<file path="config.mk">
export PLATFORM = sky130hd
export DESIGN_NAME = display_count_ctrl
export DESIGN_NICKNAME = d
export VERILOG_FILES = /design/src/rtl/display_count_ctrl.sv
export SDC_FILE = /design/constraint.sdc
export NUM_CORES = 1
export LEC_CHECK = 0
export ABC_AREA = 0
export BUFFER_PORTS_ARGS = -buffer_cell sky130_fd_sc_hd__buf_2
export CORE_MARGIN = 8
export CORE_UTILIZATION = 47
export CTS_CLUSTER_DIAMETER = 40
export CTS_CLUSTER_SIZE = 16
export DETAILED_ROUTE_END_ITERATION = 7
export SETUP_SLACK_MARGIN = 0.1
export SLEW_MARGIN = 20
export SYNTH_ARGS = -nofsm -noshare
export SYNTH_HDL_FRONTEND = slang
export SYNTH_SLANG_ARGS = --single-unit
</file>
<file path="constraint.sdc">
create_clock -name i_clk -period 5.9 [get_ports i_clk]
set_clock_uncertainty 0.05 [all_clocks]
set_input_delay 0.295 -clock i_clk [delete_from_list [all_inputs] [get_ports i_clk]]
set_output_delay 0.295 -clock i_clk [all_outputs]
set_load 0.005 [all_outputs]
</file>
<file path="src/rtl/display_count_ctrl.sv">
// Two-digit display sequencer: start/stop/clear command decode, prescaled decimal/hex
// up/down counter and pause blink for the Go Board seven-segment pair.
module display_count_ctrl #(
    parameter int unsigned CLKS_PER_TICK = 25000000,
    parameter int unsigned BLINK_CLKS    = 6250000
) (
    input  logic       i_clk,
    input  logic       i_rst_n,
    input  logic       i_start_stop,
    input  logic       i_clear,
    input  logic       i_dir,
    input  logic       i_mode,
    output logic [3:0] o_left_digit,
    output logic [3:0] o_right_digit,
    output logic       o_blank,
    output logic       o_running,
    output logic       o_wrap
);

    localparam int unsigned PreW   = $clog2(CLKS_PER_TICK);
    localparam int unsigned BlinkW = $clog2(BLINK_CLKS);
    localparam logic [PreW-1:0]   PreLast   = PreW'(CLKS_PER_TICK - 1);
    localparam logic [BlinkW-1:0] BlinkLast = BlinkW'(BLINK_CLKS - 1);

    typedef enum logic [1:0] {StIdle, StRun, StPause} state_e;

    state_e            state_q;
    logic              ss_prev_q;
    logic              clr_prev_q;
    logic              mode_q;
    logic [PreW-1:0]   pre_q;
    logic [BlinkW-1:0] blink_q;

    logic       ss_cmd;
    logic       clr_cmd;
    logic       tick;
    logic [3:0] nxt_left;
    logic [3:0] nxt_right;
    logic       step_wrap;
    logic [7:0] pair;
    logic [7:0] pair_step;

    assign ss_cmd  = i_start_stop & ~ss_prev_q;
    assign clr_cmd = i_clear & ~clr_prev_q;
    assign tick    = (state_q == StRun) && (pre_q == PreLast);
    assign pair    = {o_left_digit, o_right_digit};

    // Next count value for one step in the current direction and latched mode.
    always_comb begin
        nxt_left  = o_left_digit;
        nxt_right = o_right_digit;
        step_wrap = 1'b0;
        pair_step = i_dir ? (pair - 8'd1) : (pair + 8'd1);
        if (mode_q) begin
            {nxt_left, nxt_right} = pair_step;
            step_wrap = i_dir ? (pair == 8'h00) : (pair == 8'hff);
        end else if (!i_dir) begin
            if (o_right_digit >= 4'd9) begin
                nxt_right = 4'd0;
                if (o_left_digit >= 4'd9) begin
                    nxt_left  = 4'd0;
                    step_wrap = 1'b1;
                end else begin
                    nxt_left = o_left_digit + 4'd1;
                end
            end else begin
                nxt_right = o_right_digit + 4'd1;
            end
        end else begin
            if (o_right_digit == 4'd0) begin
                nxt_right = 4'd9;
                if (o_left_digit == 4'd0) begin
                    nxt_left  = 4'd9;
                    step_wrap = 1'b1;
                end else begin
                    nxt_left = o_left_digit - 4'd1;
                end
            end else begin
                nxt_right = o_right_digit - 4'd1;
            end
        end
    end

    always_ff @(posedge i_clk or negedge i_rst_n) begin
        if (!i_rst_n) begin
            state_q       <= StIdle;
            ss_prev_q     <= 1'b1;
            clr_prev_q    <= 1'b1;
            mode_q        <= 1'b0;
            pre_q         <= '0;
            blink_q       <= '0;
            o_left_digit  <= 4'd0;
            o_right_digit <= 4'd0;
            o_blank       <= 1'b0;
            o_running     <= 1'b0;
            o_wrap        <= 1'b0;
        end else begin
            ss_prev_q  <= i_start_stop;
            clr_prev_q <= i_clear;
            o_wrap     <= 1'b0;
            if (clr_cmd) begin
                state_q       <= StIdle;
                pre_q         <= '0;
                blink_q       <= '0;
                o_left_digit  <= 4'd0;
                o_right_digit <= 4'd0;
                o_blank       <= 1'b0;
                o_running     <= 1'b0;
            end else begin
                case (state_q)
                    StIdle: begin
                        if (ss_cmd) begin
                            mode_q    <= i_mode;
                            pre_q     <= '0;
                            state_q   <= StRun;
                            o_running <= 1'b1;
                        end
                    end
                    StRun: begin
                        // A tick coinciding with stop is still applied before pausing.
                        if (tick) begin
                            pre_q         <= '0;
                            o_left_digit  <= nxt_left;
                            o_right_digit <= nxt_right;
                            o_wrap        <= step_wrap;
                        end else begin
                            pre_q <= pre_q + PreW'(1);
                        end
                        if (ss_cmd) begin
                            state_q   <= StPause;
                            o_running <= 1'b0;
                            blink_q   <= '0;
                            o_blank   <= 1'b0;
                        end
                    end
                    StPause: begin
                        if (ss_cmd) begin
                            state_q   <= StRun;
                            o_running <= 1'b1;
                            blink_q   <= '0;
                            o_blank   <= 1'b0;
                        end else if (blink_q == BlinkLast) begin
                            blink_q <= '0;
                            o_blank <= ~o_blank;
                        end else begin
                            blink_q <= blink_q + BlinkW'(1);
                        end
                    end
                    default: state_q <= StIdle;
                endcase
            end
        end
    end

endmodule

</file>
==> results of run 1 <==
==> flip-flops by register name (all words and copies together), names as in the netlist <==
name	count
state_q	2
o_blank	1
clr_prev_q	1
o_running	1
mode_q	1
o_wrap	1
ss_prev_q	1
o_left_digit	4
o_right_digit	4
blink_q	23
pre_q	25
==> worst max-delay path, delay by kind of cell (launching register included) <==
| kind | cells | cell delay (ns) |
|---|---|---|
| AO/OA/AOI/OAI | 1 | 0.69 |
| AND/OR/NAND/NOR | 3 | 1.07 |
| flip-flops | 1 | 0.53 |
| multiplexers | 1 | 0.37 |
==> area by class of cell <==
class	instances	area share
Clock buffer	9	0.02703
Clock inverter	7	0.03140
Inverter	13	0.01065
Multi-Input combinational cell	367	0.5324
Sequential cell	64	0.3500
Tap cell	108	0.02948
Timing Repair Buffer	17	0.01911
==> cells in the mapped netlist, types with 3 or more instances <==
master    instances
a22o_1            4
nand4_1          18
or3_1             4
nor4bb_1          3
a41oi_1           5
xnor2_1           6
and4_1            7
clkbuf_1         14
o21ai_0          27
mux2_2            3
nor3_1            9
nor4_1            3
a21oi_1          25
a31oi_1          15
nand2b_1         16
nor2b_1           7
ha_1             16
xor2_1           22
buf_2            10
o22ai_1           5
dfrtp_1          62
a211oi_1          3
nor2_1           40
or3b_1            3
nand3_1          26
and3_1           12
a21o_1            5
nand2_1          34
inv_1            13
nor4b_1           6
==> kinds of logic after synthesis <==
kind of cell               share of synthesized area
and+or+nand+nor                               0.2870
AOI/OAI and AO/OA                             0.1747
DFF                                           0.3829
buffers and inverters                        0.03614
xor gates and xnor gates                     0.05854
adders and majority gates                    0.05257
muxes                                       0.008064
==> per-layer routing <==
| layer | wire, microns | part of all wire | global-route usage | vias up |
|---|---|---|---|---|
| met5 | 0 | 0 | 0 | - |
| met4 | 74 | 0.0078 | 0.04234 | 0 |
| met3 | 349 | 0.037 | 0.03950 | 8 |
| met2 | 4403 | 0.46 | 0.2452 | 60 |
| met1 | 4700 | 0.49 | 0.2105 | 1660 |
| li1 | - | - | - | 1753 |
==> worst paths after layout <==
path	startpoint	end	slack, ns	depth (start not counted)
worst min register to register	blink_q[2]$_DFFE_PN0P_	blink_q[2]$_DFFE_PN0P_	0.46	1
min in group asynchronous	i_rst_n	pre_q[20]$_DFFE_PN0P_	0.09	2
worst max register to register	clr_prev_q$_DFF_PN1_	o_blank$_DFFE_PN0P_	3.09	5
worst max-delay path	clr_prev_q$_DFF_PN1_	o_blank$_DFFE_PN0P_	3.09	5
max in group asynchronous	i_rst_n	blink_q[14]$_DFFE_PN0P_	5.18	2
worst min-delay path	i_clear	clr_prev_q$_DFF_PN1_	0.03	1
==> power by group through the flow <==
stage,Clock (W),Combinational (W),Sequential [W]
2_1_floorplan,0,0.0000774,0.000464
3_3_place_gp,0,0.000102,0.000471
3_5_place_dp,0,0.000104,0.000472
4_1_cts,0.000517,0.000105,0.000463
5_1_grt,0.000533,0.000117,0.000465
6_report,0.000505,0.000103,0.000463
==> metrics by stage <==
| step | std cells | area, sq um | utilization |
|---|---|---|---|
| finish | 585 | 4583 | 0.5281 |
| global route | 585 | 4583 | 0.5281 |
| CTS | 585 | 4577 | 0.5274 |
| detailed placement | 569 | 4309 | 0.4965 |
| global placement | 569 | 4309 | 0.4965 |
| floorplan | 468 | 4189 | - |
==> results.rst, run 1 <==
.. list-table::
   :header-rows: 1

   * - Metric
     - Value
   * - Violation count after the first detailed-routing iteration
     - 209
   * - Library cell contributing the largest single delay on the critical path
     - a31oi_2
   * - Number of buffers created by CTS
     - 9
   * - Area of the die
     - 12190 sq um
   * - Transition at the pin with the smallest max-transition slack
     - 0.8974 ns
   * - Power share of the sequential group
     - 0.432
   * - Classification of the worst setup path
     - reg2reg
   * - Count of clock tree sinks
     - 64
   * - Share of synthesized registers carrying an async set or reset
     - 1.000
   * - Most common library cell in the layout ignoring fill and taps
     - dfrtp_1
   * - Count of input and output buffers
     - 16
   * - Number of gates given a new drive strength after cts
     - 0
   * - Maximum operating frequency
     - 356.2 MHz
   * - Cell chosen for the clock root
     - clkbuf_8
   * - Max-cap viol count
     - 0
   * - Initial Utilization
     - 0.4827
   * - Total global routing overflow
     - 0
   * - Fraction of layout instances using a drive strength above 1
     - 0.1090
   * - Antenna violation net count after detailed routing
     - 0
   * - DRT Pass-1 Iters
     - 4
   * - Diode count
     - 0
   * - Initial antenna violation count
     - 0
   * - Number of fill cells in the layout
     - 805
   * - Number of setup buffers added after CTS
     - 0
   * - Mapped Avg Cell Area
     - 8.951 sq um
   * - DRC
     - 0
   * - Synth top area cells
     - dfrtp_1 37%, ha_1 4.8%, xor2_1 4.6%
   * - Top-area cell type share of the netlist area
     - 0.3704
   * - Count of final hold-check violations
     - 0
   * - Total Routing Usage GR
     - 0.1573
   * - Die boundary height
     - 110.4 microns
   * - Largest fanout of any net on the critical path
     - 18
   * - Storage cell area
     - 1604 sq um
   * - Net switching share of the total power
     - 0.2491
   * - Warnings from Yosys
     - 0
   * - Number of enable-type register cells in the synthesized netlist
     - 0
   * - Internal power
     - 0.0008043 W
   * - Sequence of cells on the critical path
     - nand2b_1 -> nand4b_1 -> a31oi_2 -> nor2_1 -> mux2_2
   * - Maximum number of buffers from clock root to sink
     - 2
   * - Clock latency of the later-clocked register in the worst-skew pair
     - 0.35 ns
   * - Via count of the first global-routing pass
     - 3467
   * - Clock share of power
     - 0.471
   * - Per-cell routed wire length
     - 16.29 microns
   * - Top-Level Pins
     - 17
   * - H-tree depth reported by CTS
     - 3
   * - Final-report max-slew violation count
     - 0
   * - Endpoint type of the worst setup path
     - flop
   * - Setup Total Neg Slack
     - 0 ns
   * - Standard cell core area
     - 8678 sq um
   * - Via count
     - 3481
   * - NumNets Final
     - 495
   * - Static Leakage
     - 1.967 nW
   * - Crit path required time
     - 6.09 ns
   * - Worst supply voltage drop on vdd
     - 0.1621 mV
   * - Pwr Total
     - 0.001071 W
   * - Wire length of the first global-routing pass
     - 16.57 mm
   * - Synthesized netlist net count
     - 491
   * - Combinational cell fraction of total power
     - 0.096
   * - Largest net degree at the start of global routing
     - 65
   * - Reported net switching power
     - 0.0002668 W
   * - Post-layout minimum cycle time
     - 2.807 ns
   * - Startpoint types
     - flop
   * - Worst path setup slack after routing
     - 3.093 ns
   * - Setup slack at placement
     - 3.119 ns
   * - Most used DFF post-synth
     - dfrtp_1
   * - CP peak stage delay
     - 0.69 ns
   * - Area leader, netlist
     - dfrtp_1
   * - Die boundary width
     - 110.4 microns
   * - Worst hold slack across all endpoints
     - 0.03153 ns
   * - Post-synthesis cell area
     - 4189 sq um
   * - Hold-fix buffers at CTS
     - 0
   * - Post-synthesis to final-layout area growth
     - 9.409%
   * - Period utilization
     - 0.4758
   * - Clock slew seen by the registers of the worst setup and hold paths
     - 0.09 ns
   * - Final Routed Wirelength
     - 9.528 mm
   * - Share of the yosys chip area belonging to registers
     - 0.3829
   * - Data arrival time at the worst-slack endpoint
     - 3.00 ns
   * - Outcome
     - complete, no violations
   * - RSZ-0062 raised after global routing
     - no
   * - Most frequent cells in the layout
     - 62 x dfrtp_1, 40 x nor2_1, 34 x nand2_1
   * - Post-detailed-placement half-perimeter wirelength
     - 6.602 mm
   * - Worst max-slew margin expressed relative to the limit
     - 0.3995
   * - Rows
     - 34
   * - Cell variety after synth
     - 65
   * - Type of the tightest min-delay check
     - in2reg
   * - Routability Congestion
     - 0.7834
   * - TritonCTS clock tree
     - built
   * - Area used by multi-input combinational logic
     - 2440 sq um
   * - Number of endpoints failing setup at the final stage
     - 0
   * - Cell Pwr Density
     - 233.7 nW/um^2
   * - Detailed-route vias per instance
     - 5.950
   * - Post-Syn Instances
     - 468
   * - Synthesis-stage register bit count
     - 64
Power figures use the tool's default switching activity.
==> run 2, diff against run 1 <==
==> constraint.sdc (replaced) <==
create_clock -name i_clk -period 2.87 [get_ports i_clk]
set_clock_uncertainty 0.05 [all_clocks]
set_input_delay 0.1435 -clock i_clk [delete_from_list [all_inputs] [get_ports i_clk]]
set_output_delay 0.1435 -clock i_clk [all_outputs]
set_load 0.005 [all_outputs]
==> results.rst, run 2 (same netlist as run 1, synthesis figures left out) <==
.. list-table::
   :header-rows: 1

   * - Metric
     - Value
   * - Endpoint type of the worst setup path
     - flop
   * - Transition at the pin with the smallest max-transition slack
     - 0.6623 ns
   * - Cell chosen for the clock root
     - clkbuf_8
   * - Setup Total Neg Slack
     - 0 ns
   * - Via count of the first global-routing pass
     - 3411
   * - Count of input and output buffers
     - 16
   * - Type of the tightest min-delay check
     - in2async
   * - Count of clock tree sinks
     - 64
   * - Top-Level Pins
     - 17
   * - Violation count after the first detailed-routing iteration
     - 169
   * - Antenna violation net count after detailed routing
     - 0
   * - Total Routing Usage GR
     - 0.1607
   * - Crit path required time
     - 3.05 ns
   * - Per-cell routed wire length
     - 16.26 microns
   * - Number of setup buffers added after CTS
     - 0
   * - Number of placed cells counting well taps
     - 574
   * - Largest net degree at the start of global routing
     - 65
   * - Worst supply voltage drop on vdd
     - 0.2779 mV
   * - Count of final hold-check violations
     - 0
   * - Clock slew seen by the registers of the worst setup and hold paths
     - 0.07 ns
   * - Number of endpoints failing setup at the final stage
     - 0
   * - Maximum number of buffers from clock root to sink
     - 2
   * - TritonCTS clock tree
     - built
   * - Rows
     - 34
   * - Final-report max-slew violation count
     - 0
   * - Maximum operating frequency
     - 424.2 MHz
   * - Register bank with the most flops
     - pre_q
   * - Setup slack at placement
     - 0.5362 ns
   * - Startpoint types
     - flop
   * - NumNets Final
     - 504
   * - Cell Pwr Density
     - 453.7 nW/um^2
   * - Cells on worst reg2reg path
     - 7
   * - Hold-fix buffers at CTS
     - 4
   * - Fraction of layout instances using a drive strength above 1
     - 0.1132
   * - Total global routing overflow
     - 0
   * - Outcome
     - complete, no violations
   * - Initial antenna violation count
     - 0
   * - Largest fanout of any net on the critical path
     - 11
   * - Post-synthesis to final-layout area growth
     - 10.63%
   * - Post-layout minimum cycle time
     - 2.357 ns
   * - Wire length of the first global-routing pass
     - 16.95 mm
   * - Final Routed Wirelength
     - 9.656 mm
   * - Most common library cell in the layout ignoring fill and taps
     - dfrtp_1
   * - Number of standard cells in the layout, taps in and fillers out
     - 594
   * - Fin util
     - 0.5340
   * - Period utilization
     - 0.8214
   * - Worst path setup slack after routing
     - 0.5126 ns
   * - Post-detailed-placement half-perimeter wirelength
     - 6.734 mm
   * - Registers with the most flip-flops
     - pre_q: 25 flops, blink_q: 23 flops
   * - DRC
     - 0
   * - RSZ-0062 raised after global routing
     - no
   * - Die boundary width
     - 110.4 microns
   * - Number of flip-flops under the largest register name
     - 25
   * - Number of gates given a new drive strength after cts
     - 0
   * - Max-cap viol count
     - 0
   * - Detailed-route vias per instance
     - 5.973
   * - Area of the die
     - 12190 sq um
   * - Routability Congestion
     - 0.8787
   * - Classification of the worst setup path
     - reg2reg
   * - Data arrival time at the worst-slack endpoint
     - 2.54 ns
   * - Most frequent cells in the layout
     - 62 x dfrtp_1, 40 x nor2_1, 34 x nand2_1
   * - Standard cell core area
     - 8678 sq um
   * - Static Leakage
     - 2.004 nW
   * - Clock latency of the later-clocked register in the worst-skew pair
     - 0.33 ns
   * - H-tree depth reported by CTS
     - 3
   * - Number of buffers created by CTS
     - 9
   * - Diode count
     - 0
   * - Worst max-slew margin expressed relative to the limit
     - 0.5585
   * - Die boundary height
     - 110.4 microns
   * - Initial Utilization
     - 0.4827
   * - DRT Pass-1 Iters
     - 4
   * - Via count
     - 3548
[run 2: layer usage]
layer  up-vias  routed length, microns  track usage  share of wire
met5         -                       0            0              0
met4         0                      85      0.04054         0.0088
met3         8                     330      0.04167          0.034
met2        55                    4451       0.2504           0.46
met1      1718                    4788       0.2154           0.50
li1       1767                       -            -              -
[run 2: layout make-up]
cell class	instances	area, sq um
clock buffer	10	127.6
clock inverter	6	107.6
fill	813	4044
inverter	13	48.80
multi-input combinational	367	2434
sequential	64	1604
tap	108	135.1
timing repair buffer	26	177.7
[run 2: worst paths after layout]
kind | endpoint | start | slack [ns]
min in group i_clk | o_wrap$_DFF_PN0_ | i_dir | 0.34
max reg2reg | o_left_digit[0]$_DFFE_PN0P_ | o_right_digit[0]$_DFFE_PN0P_ | 0.51
min reg2reg | blink_q[2]$_DFFE_PN0P_ | blink_q[2]$_DFFE_PN0P_ | 0.45
max | o_left_digit[0]$_DFFE_PN0P_ | o_right_digit[0]$_DFFE_PN0P_ | 0.51
min | pre_q[21]$_DFFE_PN0P_ | i_rst_n | 0.29
max in group asynchronous | clr_prev_q$_DFF_PN1_ | i_rst_n | 2.14
[run 2: where the power goes]
part / total, W / switching, W / leakage (nW) / internal, W
combinational: 0.000222 / 0.000147 / 1.01 / 0.0000748
sequential: 0.000951 / 0.0000285 / 0.882 / 0.000923
clock: 0.000929 / 0.000355 / 0.116 / 0.000574
total: 0.00210 / 0.000531 / 2.00 / 0.00157
[run 2: through the flow]
| step | power (W) | hold slack (ns) | area (sq um) |
|---|---|---|---|
| 2_1_floorplan | 0.001113 | -0.2021 | 4189 |
| 3_3_place_gp | 0.001186 | 0.1325 | 4359 |
| 3_5_place_dp | 0.001188 | 0.1380 | 4359 |
| 4_1_cts | 0.002133 | 0.3097 | 4634 |
| 5_1_grt | 0.002205 | 0.3184 | 4634 |
| 6_report | 0.002103 | 0.2887 | 4634 |
[run 2: worst max-delay path, cell delays in order, from the launching register on]
cell and delay, ns:
dfrtp_1 0.51, inv_1 0.16, ha_1 0.20, or3b_1 0.42, a311oi_1 0.39, or3_1 0.21, a21oi_1 0.05, a221oi_1 0.27
